<file path="src/rtl/mips_pkg.sv">
// Shared MIPS encodings: ALU control codes, ALUOp classes, R-type funct and
// I-type opcode values used by the main control, the ALU and the ID/EX stage.
package mips_pkg;

  localparam logic [3:0] ALU_AND = 4'b0000;
  localparam logic [3:0] ALU_OR  = 4'b0001;
  localparam logic [3:0] ALU_ADD = 4'b0010;
  localparam logic [3:0] ALU_SUB = 4'b0110;
  localparam logic [3:0] ALU_SLT = 4'b0111;
  localparam logic [3:0] ALU_NOP = 4'b1111;

  typedef enum logic [1:0] {
    ALUOP_ADD   = 2'b00,
    ALUOP_SUB   = 2'b01,
    ALUOP_RTYPE = 2'b10,
    ALUOP_IMM   = 2'b11
  } aluop_e;

  localparam logic [5:0] FUNCT_ADD = 6'b100000;
  localparam logic [5:0] FUNCT_SUB = 6'b100010;
  localparam logic [5:0] FUNCT_AND = 6'b100100;
  localparam logic [5:0] FUNCT_OR  = 6'b100101;
  localparam logic [5:0] FUNCT_SLT = 6'b101010;

  localparam logic [5:0] OP_LW   = 6'b100011;
  localparam logic [5:0] OP_ADDI = 6'b001000;
  localparam logic [5:0] OP_ANDI = 6'b001100;
  localparam logic [5:0] OP_ORI  = 6'b001101;
  localparam logic [5:0] OP_SLTI = 6'b001010;

  // Single-bit control carried from decode into EX; all-zero is a bubble.
  typedef struct packed {
    logic valid;
    logic regwrite;
    logic memread;
    logic memwrite;
    logic memtoreg;
    logic alusrc;
  } ex_ctrl_t;

  localparam ex_ctrl_t CTRL_BUBBLE = '0;

endpackage

</file>
<file path="src/rtl/alu_control.sv">
// Combinational ALUOp/funct/opcode to 4-bit ALUCon translation.
module alu_control
  import mips_pkg::*;
(
  input  logic [1:0] aluop_i,
  input  logic [5:0] funct_i,
  input  logic [5:0] opcode_i,
  output logic [3:0] alucon_o
);

  always_comb begin
    alucon_o = ALU_NOP;
    case (aluop_i)
      ALUOP_ADD: alucon_o = ALU_ADD;
      ALUOP_SUB: alucon_o = ALU_SUB;
      ALUOP_RTYPE: begin
        case (funct_i)
          FUNCT_ADD: alucon_o = ALU_ADD;
          FUNCT_SUB: alucon_o = ALU_SUB;
          FUNCT_AND: alucon_o = ALU_AND;
          FUNCT_OR:  alucon_o = ALU_OR;
          FUNCT_SLT: alucon_o = ALU_SLT;
          default:   alucon_o = ALU_NOP;
        endcase
      end
      ALUOP_IMM: begin
        case (opcode_i)
          OP_ANDI: alucon_o = ALU_AND;
          OP_ORI:  alucon_o = ALU_OR;
          OP_SLTI: alucon_o = ALU_SLT;
          default: alucon_o = ALU_NOP;
        endcase
      end
    endcase
  end

endmodule

</file>
<file path="src/rtl/id_ex_stage.sv">
// ID/EX pipeline register with ALU control decode, EX/MEM and MEM/WB operand
// forwarding, and load-use hazard detection that inserts a single bubble.
module id_ex_stage
  import mips_pkg::*;
#(
  parameter int WIDTH = 32
) (
  input  logic             clk,
  input  logic             reset,
  input  logic             id_valid,
  input  logic [4:0]       id_rs_addr,
  input  logic [4:0]       id_rt_addr,
  input  logic [4:0]       id_rd_addr,
  input  logic [WIDTH-1:0] id_rs_data,
  input  logic [WIDTH-1:0] id_rt_data,
  input  logic [WIDTH-1:0] id_imm,
  input  logic [1:0]       id_aluop,
  input  logic [5:0]       id_funct,
  input  logic [5:0]       id_opcode,
  input  logic             id_alusrc,
  input  logic             id_regdst,
  input  logic             id_regwrite,
  input  logic             id_memread,
  input  logic             id_memwrite,
  input  logic             id_memtoreg,
  input  logic             id_uses_rt,
  input  logic             stall_in,
  input  logic             flush_in,
  input  logic             exmem_regwrite,
  input  logic [4:0]       exmem_rd,
  input  logic [WIDTH-1:0] exmem_result,
  input  logic             memwb_regwrite,
  input  logic [4:0]       memwb_rd,
  input  logic [WIDTH-1:0] memwb_result,
  output logic [3:0]       ALUCon,
  output logic [WIDTH-1:0] a,
  output logic [WIDTH-1:0] b,
  output logic [WIDTH-1:0] ex_store_data,
  output logic [4:0]       ex_dest,
  output logic             ex_valid,
  output logic             ex_regwrite,
  output logic             ex_memread,
  output logic             ex_memwrite,
  output logic             ex_memtoreg,
  output logic             hazard_stall
);

  ex_ctrl_t         ctrl_q, ctrl_d;
  logic [3:0]       alucon_q, alucon_d;
  logic [4:0]       rs_addr_q, rs_addr_d;
  logic [4:0]       rt_addr_q, rt_addr_d;
  logic [4:0]       dest_q, dest_d;
  logic [WIDTH-1:0] rs_data_q, rs_data_d;
  logic [WIDTH-1:0] rt_data_q, rt_data_d;
  logic [WIDTH-1:0] imm_q, imm_d;
  logic [3:0]       id_alucon;
  logic [WIDTH-1:0] fwd_rs, fwd_rt;

  alu_control u_alu_control (
    .aluop_i  (id_aluop),
    .funct_i  (id_funct),
    .opcode_i (id_opcode),
    .alucon_o (id_alucon)
  );

  // A load in EX cannot supply its result until MEM/WB, so a dependent
  // instruction in ID must wait one cycle behind a bubble.
  assign hazard_stall = ctrl_q.valid && ctrl_q.memread && (rt_addr_q != 5'd0) &&
                        ((rt_addr_q == id_rs_addr) ||
                         (id_uses_rt && (rt_addr_q == id_rt_addr)));

  always_comb begin
    ctrl_d    = ctrl_q;
    alucon_d  = alucon_q;
    rs_addr_d = rs_addr_q;
    rt_addr_d = rt_addr_q;
    dest_d    = dest_q;
    rs_data_d = rs_data_q;
    rt_data_d = rt_data_q;
    imm_d     = imm_q;
    if (stall_in) begin
      ctrl_d = ctrl_q;
    end else if (flush_in || hazard_stall) begin
      ctrl_d    = CTRL_BUBBLE;
      alucon_d  = ALU_ADD;
      rs_addr_d = '0;
      rt_addr_d = '0;
      dest_d    = '0;
      rs_data_d = '0;
      rt_data_d = '0;
      imm_d     = '0;
    end else begin
      ctrl_d.valid    = id_valid;
      ctrl_d.regwrite = id_regwrite;
      ctrl_d.memread  = id_memread;
      ctrl_d.memwrite = id_memwrite;
      ctrl_d.memtoreg = id_memtoreg;
      ctrl_d.alusrc   = id_alusrc;
      alucon_d        = id_alucon;
      rs_addr_d       = id_rs_addr;
      rt_addr_d       = id_rt_addr;
      dest_d          = id_regdst ? id_rd_addr : id_rt_addr;
      rs_data_d       = id_rs_data;
      rt_data_d       = id_rt_data;
      imm_d           = id_imm;
    end
  end

  always_ff @(posedge clk) begin
    if (reset) begin
      ctrl_q    <= CTRL_BUBBLE;
      alucon_q  <= ALU_ADD;
      rs_addr_q <= '0;
      rt_addr_q <= '0;
      dest_q    <= '0;
      rs_data_q <= '0;
      rt_data_q <= '0;
      imm_q     <= '0;
    end else begin
      ctrl_q    <= ctrl_d;
      alucon_q  <= alucon_d;
      rs_addr_q <= rs_addr_d;
      rt_addr_q <= rt_addr_d;
      dest_q    <= dest_d;
      rs_data_q <= rs_data_d;
      rt_data_q <= rt_data_d;
      imm_q     <= imm_d;
    end
  end

  // The younger EX/MEM result wins over MEM/WB; $0 is never bypassed.
  always_comb begin
    fwd_rs = rs_data_q;
    if (exmem_regwrite && (exmem_rd != 5'd0) && (exmem_rd == rs_addr_q)) begin
      fwd_rs = exmem_result;
    end else if (memwb_regwrite && (memwb_rd != 5'd0) && (memwb_rd == rs_addr_q)) begin
      fwd_rs = memwb_result;
    end
  end

  always_comb begin
    fwd_rt = rt_data_q;
    if (exmem_regwrite && (exmem_rd != 5'd0) && (exmem_rd == rt_addr_q)) begin
      fwd_rt = exmem_result;
    end else if (memwb_regwrite && (memwb_rd != 5'd0) && (memwb_rd == rt_addr_q)) begin
      fwd_rt = memwb_result;
    end
  end

  assign a             = fwd_rs;
  assign b             = ctrl_q.alusrc ? imm_q : fwd_rt;
  assign ex_store_data = fwd_rt;
  assign ALUCon        = alucon_q;
  assign ex_dest       = dest_q;
  assign ex_valid      = ctrl_q.valid;
  assign ex_regwrite   = ctrl_q.regwrite;
  assign ex_memread    = ctrl_q.memread;
  assign ex_memwrite   = ctrl_q.memwrite;
  assign ex_memtoreg   = ctrl_q.memtoreg;

endmodule

</file>
<file path="config.mk">
export PLATFORM = sky130hd
export DESIGN_NAME = id_ex_stage
export DESIGN_NICKNAME = d
export VERILOG_FILES = /design/src/rtl/mips_pkg.sv /design/src/rtl/alu_control.sv /design/src/rtl/id_ex_stage.sv
export SDC_FILE = /design/constraint.sdc
export NUM_CORES = 1
export LEC_CHECK = 0
export ABC_CLOCK_PERIOD_IN_PS = 4800
export CORE_UTILIZATION = 30
export DETAILED_ROUTE_END_ITERATION = 7
export PLACE_DENSITY_LB_ADDON = 0.08
export SLEW_MARGIN = 20
export SYNTH_ARGS = -nofsm -noshare
export SYNTH_HDL_FRONTEND = slang
export SYNTH_HIERARCHICAL = 1
export SYNTH_SLANG_ARGS = --single-unit
</file>
<file path="constraint.sdc">
create_clock -name clk -period 4.8 [get_ports clk]
set_input_delay 0.96 -clock clk [delete_from_list [all_inputs] [get_ports clk]]
set_output_delay 0.96 -clock clk [all_outputs]
set_load 0.01 [all_outputs]
</file>
==> results.sh <==
export IMPL_outcome="completed"
export IMPL_synth_edf_count=0
export IMPL_fillCellCount=1737
export IMPL_synthArstFlopShare_pct=0
export IMPL_pin_count=324
export IMPL_initial_core_util_pct=31.0
export IMPL_hold_class="flip-flop to flip-flop"
export IMPL_ys_ff_latch=121
export IMPL_grt_ovfl_total=0
export IMPL_antenna_left=0
export IMPL_avgSynthCellArea_sq_um=9.45
export IMPL_timing_fmax_mhz=214
export IMPL_synth_fp_nets=860
export IMPL_fin_nets=1157
export IMPL_power_density_nw_per_um2=295
export IMPL_root_buffer="clkbuf_16"
export IMPL_skew_ps=12.2
export IMPL_grt_pass1_wl_mm=37.2
export IMPL_worst_setup_path_end_kind="output pin"
export IMPL_portBuffers=323
export IMPL_finalSetupViolCount=0
export IMPL_yosysUniqueCellTypes=42
export IMPL_drv_slew=0
export IMPL_route_detailed_drc=0
export IMPL_clockBufferDepth=2
export IMPL_via_per_inst=5.30
export IMPL_ys_flop_type="dfxtp_1"
export IMPL_place_detailed_hpwl_mm=18.3
export IMPL_routedWlPerCell_um=20.5
export IMPL_grt_max_degree=85
export IMPL_dr_pass1_iters=4
export IMPL_drt_iter0_drc=298
export IMPL_drive_gt1_share_pct=10.5
export IMPL_final_core_util_pct=51.8
export IMPL_p_leak_nw=3.68
export IMPL_ir_worst_vdd_mv=0.215
export IMPL_required_ps=3840
export IMPL_track_usage_pct=23.7
export IMPL_multi_input_area_sq_um=3390
export IMPL_yosysSeqAreaShare_pct=39.6
export IMPL_htreeDepth=4
export IMPL_rsz0062_at_grt="no"
export IMPL_tns_ps=0
export IMPL_core_area_sq_um=19700
export IMPL_hold_viol=0
export IMPL_slew_headroom_pct=30.4
export IMPL_syn_cell_area_sq_um=6110
export IMPL_antenna_found_initial=2
export IMPL_critical_path_class="primary input to output pin"
export IMPL_min_period_over_period_pct=97.4
export IMPL_worstPathArrival_ps=3720
export IMPL_fp_dieW_um=145
export IMPL_tritoncts="built"
export IMPL_cts_hold_buffers=0
export IMPL_wirelength_mm=25.1
export IMPL_grt_pass1_vias=6645
export IMPL_core_rowCount=51
export IMPL_cts_sinks=121
export IMPL_critical_path_max_fanout=16
export IMPL_gp_congestion=0.861
export IMPL_synthCells=647
export IMPL_vias=6475
export IMPL_regArea_sq_um=2420
export IMPL_layout_min_cycle_time_ps=4680
export IMPL_area_delta_synth_final_pct=67.2
export IMPL_dieHeight_um=145
export IMPL_yosys_warnings=6
export IMPL_cts_buffers=17
export IMPL_worst_pin_slew_ps=1040
export IMPL_die_area_sq_um=21000
export IMPL_clk_pin_slew_ps=50
export IMPL_max_cap_violations=0
export IMPL_clk_latency_ps=420
export IMPL_start_kind="primary input"
kinds of logic after synthesis:
group           count (synthesis)  share of synthesized area (%)
flops                         121                           39.6
simple gates                  129                           10.7
buf+inv                        69                           5.55
compound gates                229                           27.8
xor+xnor                       30                           4.30
mux                            69                           12.1
placed cells by master (no fill, tap or decap), types with 2 or more instances in the layout:
master and instances:
a21oi_1 33, a22o_1 120, a31oi_1 31, buf_12 3, buf_4 18, buf_6 2
bufinv_16 4, clkbuf_1 3, clkbuf_16 17, clkbuf_8 3, clkdlybuf4s50_1 323, clkinv_2 3
dfxtp_1 120, mux2_2 37, mux2i_1 32, nand2_1 3, nand3_1 35, nand4_1 4
nor2_1 35, nor2b_1 3, nor3_1 33, nor3b_1 2, o21ai_0 34, o22ai_1 2
xnor2_1 26, xor2_1 4
where the power goes:
group / total [mW] / switching, mW / internal [mW] / leakage [nW]
combinational: 0.573 / 0.228 / 0.345 / 2.39
clock: 1.37 / 0.461 / 0.905 / 0.303
sequential: 1.08 / 0.0328 / 1.05 / 0.988
cell usage after synthesis, drive strengths merged (2+ instances only):
library cell | count | area [sq um]
a21oi | 33 | 165
mux2i | 32 | 320
buf | 19 | 151
o21ai | 34 | 170
a31oi | 32 | 200
dfxtp | 121 | 2420
or4 | 3 | 22.5
nor4 | 2 | 18.8
a22o | 120 | 1050
nand2 | 3 | 11.3
xnor2 | 26 | 228
clkbuf | 49 | 184
nand4 | 4 | 25.0
nor2b | 4 | 25.0
o211ai | 2 | 20.0
nor3 | 33 | 165
nor2 | 35 | 131
a2111oi | 3 | 51.3
xor2 | 4 | 35.0
mux2 | 37 | 417
nand3 | 35 | 175
nor3b | 2 | 15.0
o22ai | 2 | 12.5
final cells by class:
cell class	count	share of cell area (%)
Clock inverter	8	1.40
Inverter	1	0.0367
Timing Repair Buffer	346	33.8
Antenna cell	1	0.0245
Sequential cell	121	23.7
Multi-Input combinational cell	457	33.2
Clock buffer	23	4.68
Tap cell	265	3.24
routing by layer:
layer	up-vias	wire, um	track usage [%]
met5	-	0	0
met4	0	509	9.31
li1	3067	-	-
met3	35	1750	6.81
met1	3118	10100	26.4
met2	255	12700	42.3
state kept, by name (all words and copies together), names as in the netlist:
name,cells
ex_valid,1
rs_data_q,32
ALUCon,4
rt_addr_q,5
ex_dest,5
rs_addr_q,5
ex_regwrite,1
ctrl_q,1
ex_memread,1
imm_q,32
ex_memtoreg,1
ex_memwrite,1
rt_data_q,32
critical path, stage by stage:
cell and delay, ps:
clkdlybuf4s50_1 480, or4_4 580, o211ai_1 190, buf_4 160, buf_6 160, o21ai_0 100, a31oi_1 350, mux2_2 220
clkdlybuf4s50_1 530
what timing repair did:
item | CTS | global route
hold endpoints to repair | 0 | 0
resized for setup | 0 | 4
setup buffers | 0 | 2
endpoints found under the setup margin | 0 | 27
final timing paths:
| kind | start | cells past startpoint | slack (ps) | endpoint |
|---|---|---|---|---|
| worst min register to register | rt_data_q[22] | 1 | 470 | rt_data_q[22] |
| worst min-delay path | rt_data_q[22] | 1 | 470 | rt_data_q[22] |
| worst max-delay path | memwb_rd[1] | 9 | 120 | b[23] |
| worst max register to register | rt_addr_q[4] | 5 | 2400 | imm_q[3] |
through the flow:
stage / hold slack (ps) / power, mW / area [sq um] / setup WS, ps / instances
4_1_cts: 470 / 3.04 / 10200 / 87.0 / 1219
2_1_floorplan: 436 / 1.30 / 6110 / 1150 / 647
6_report: 470 / 3.02 / 10200 / 122 / 1222
5_1_grt: 481 / 3.13 / 10200 / 33.9 / 1222
3_5_place_dp: 450 / 1.67 / 9570 / 97.6 / 1188
3_3_place_gp: 450 / 1.66 / 9570 / 117 / 1188
Power figures use the tool's default switching activity.
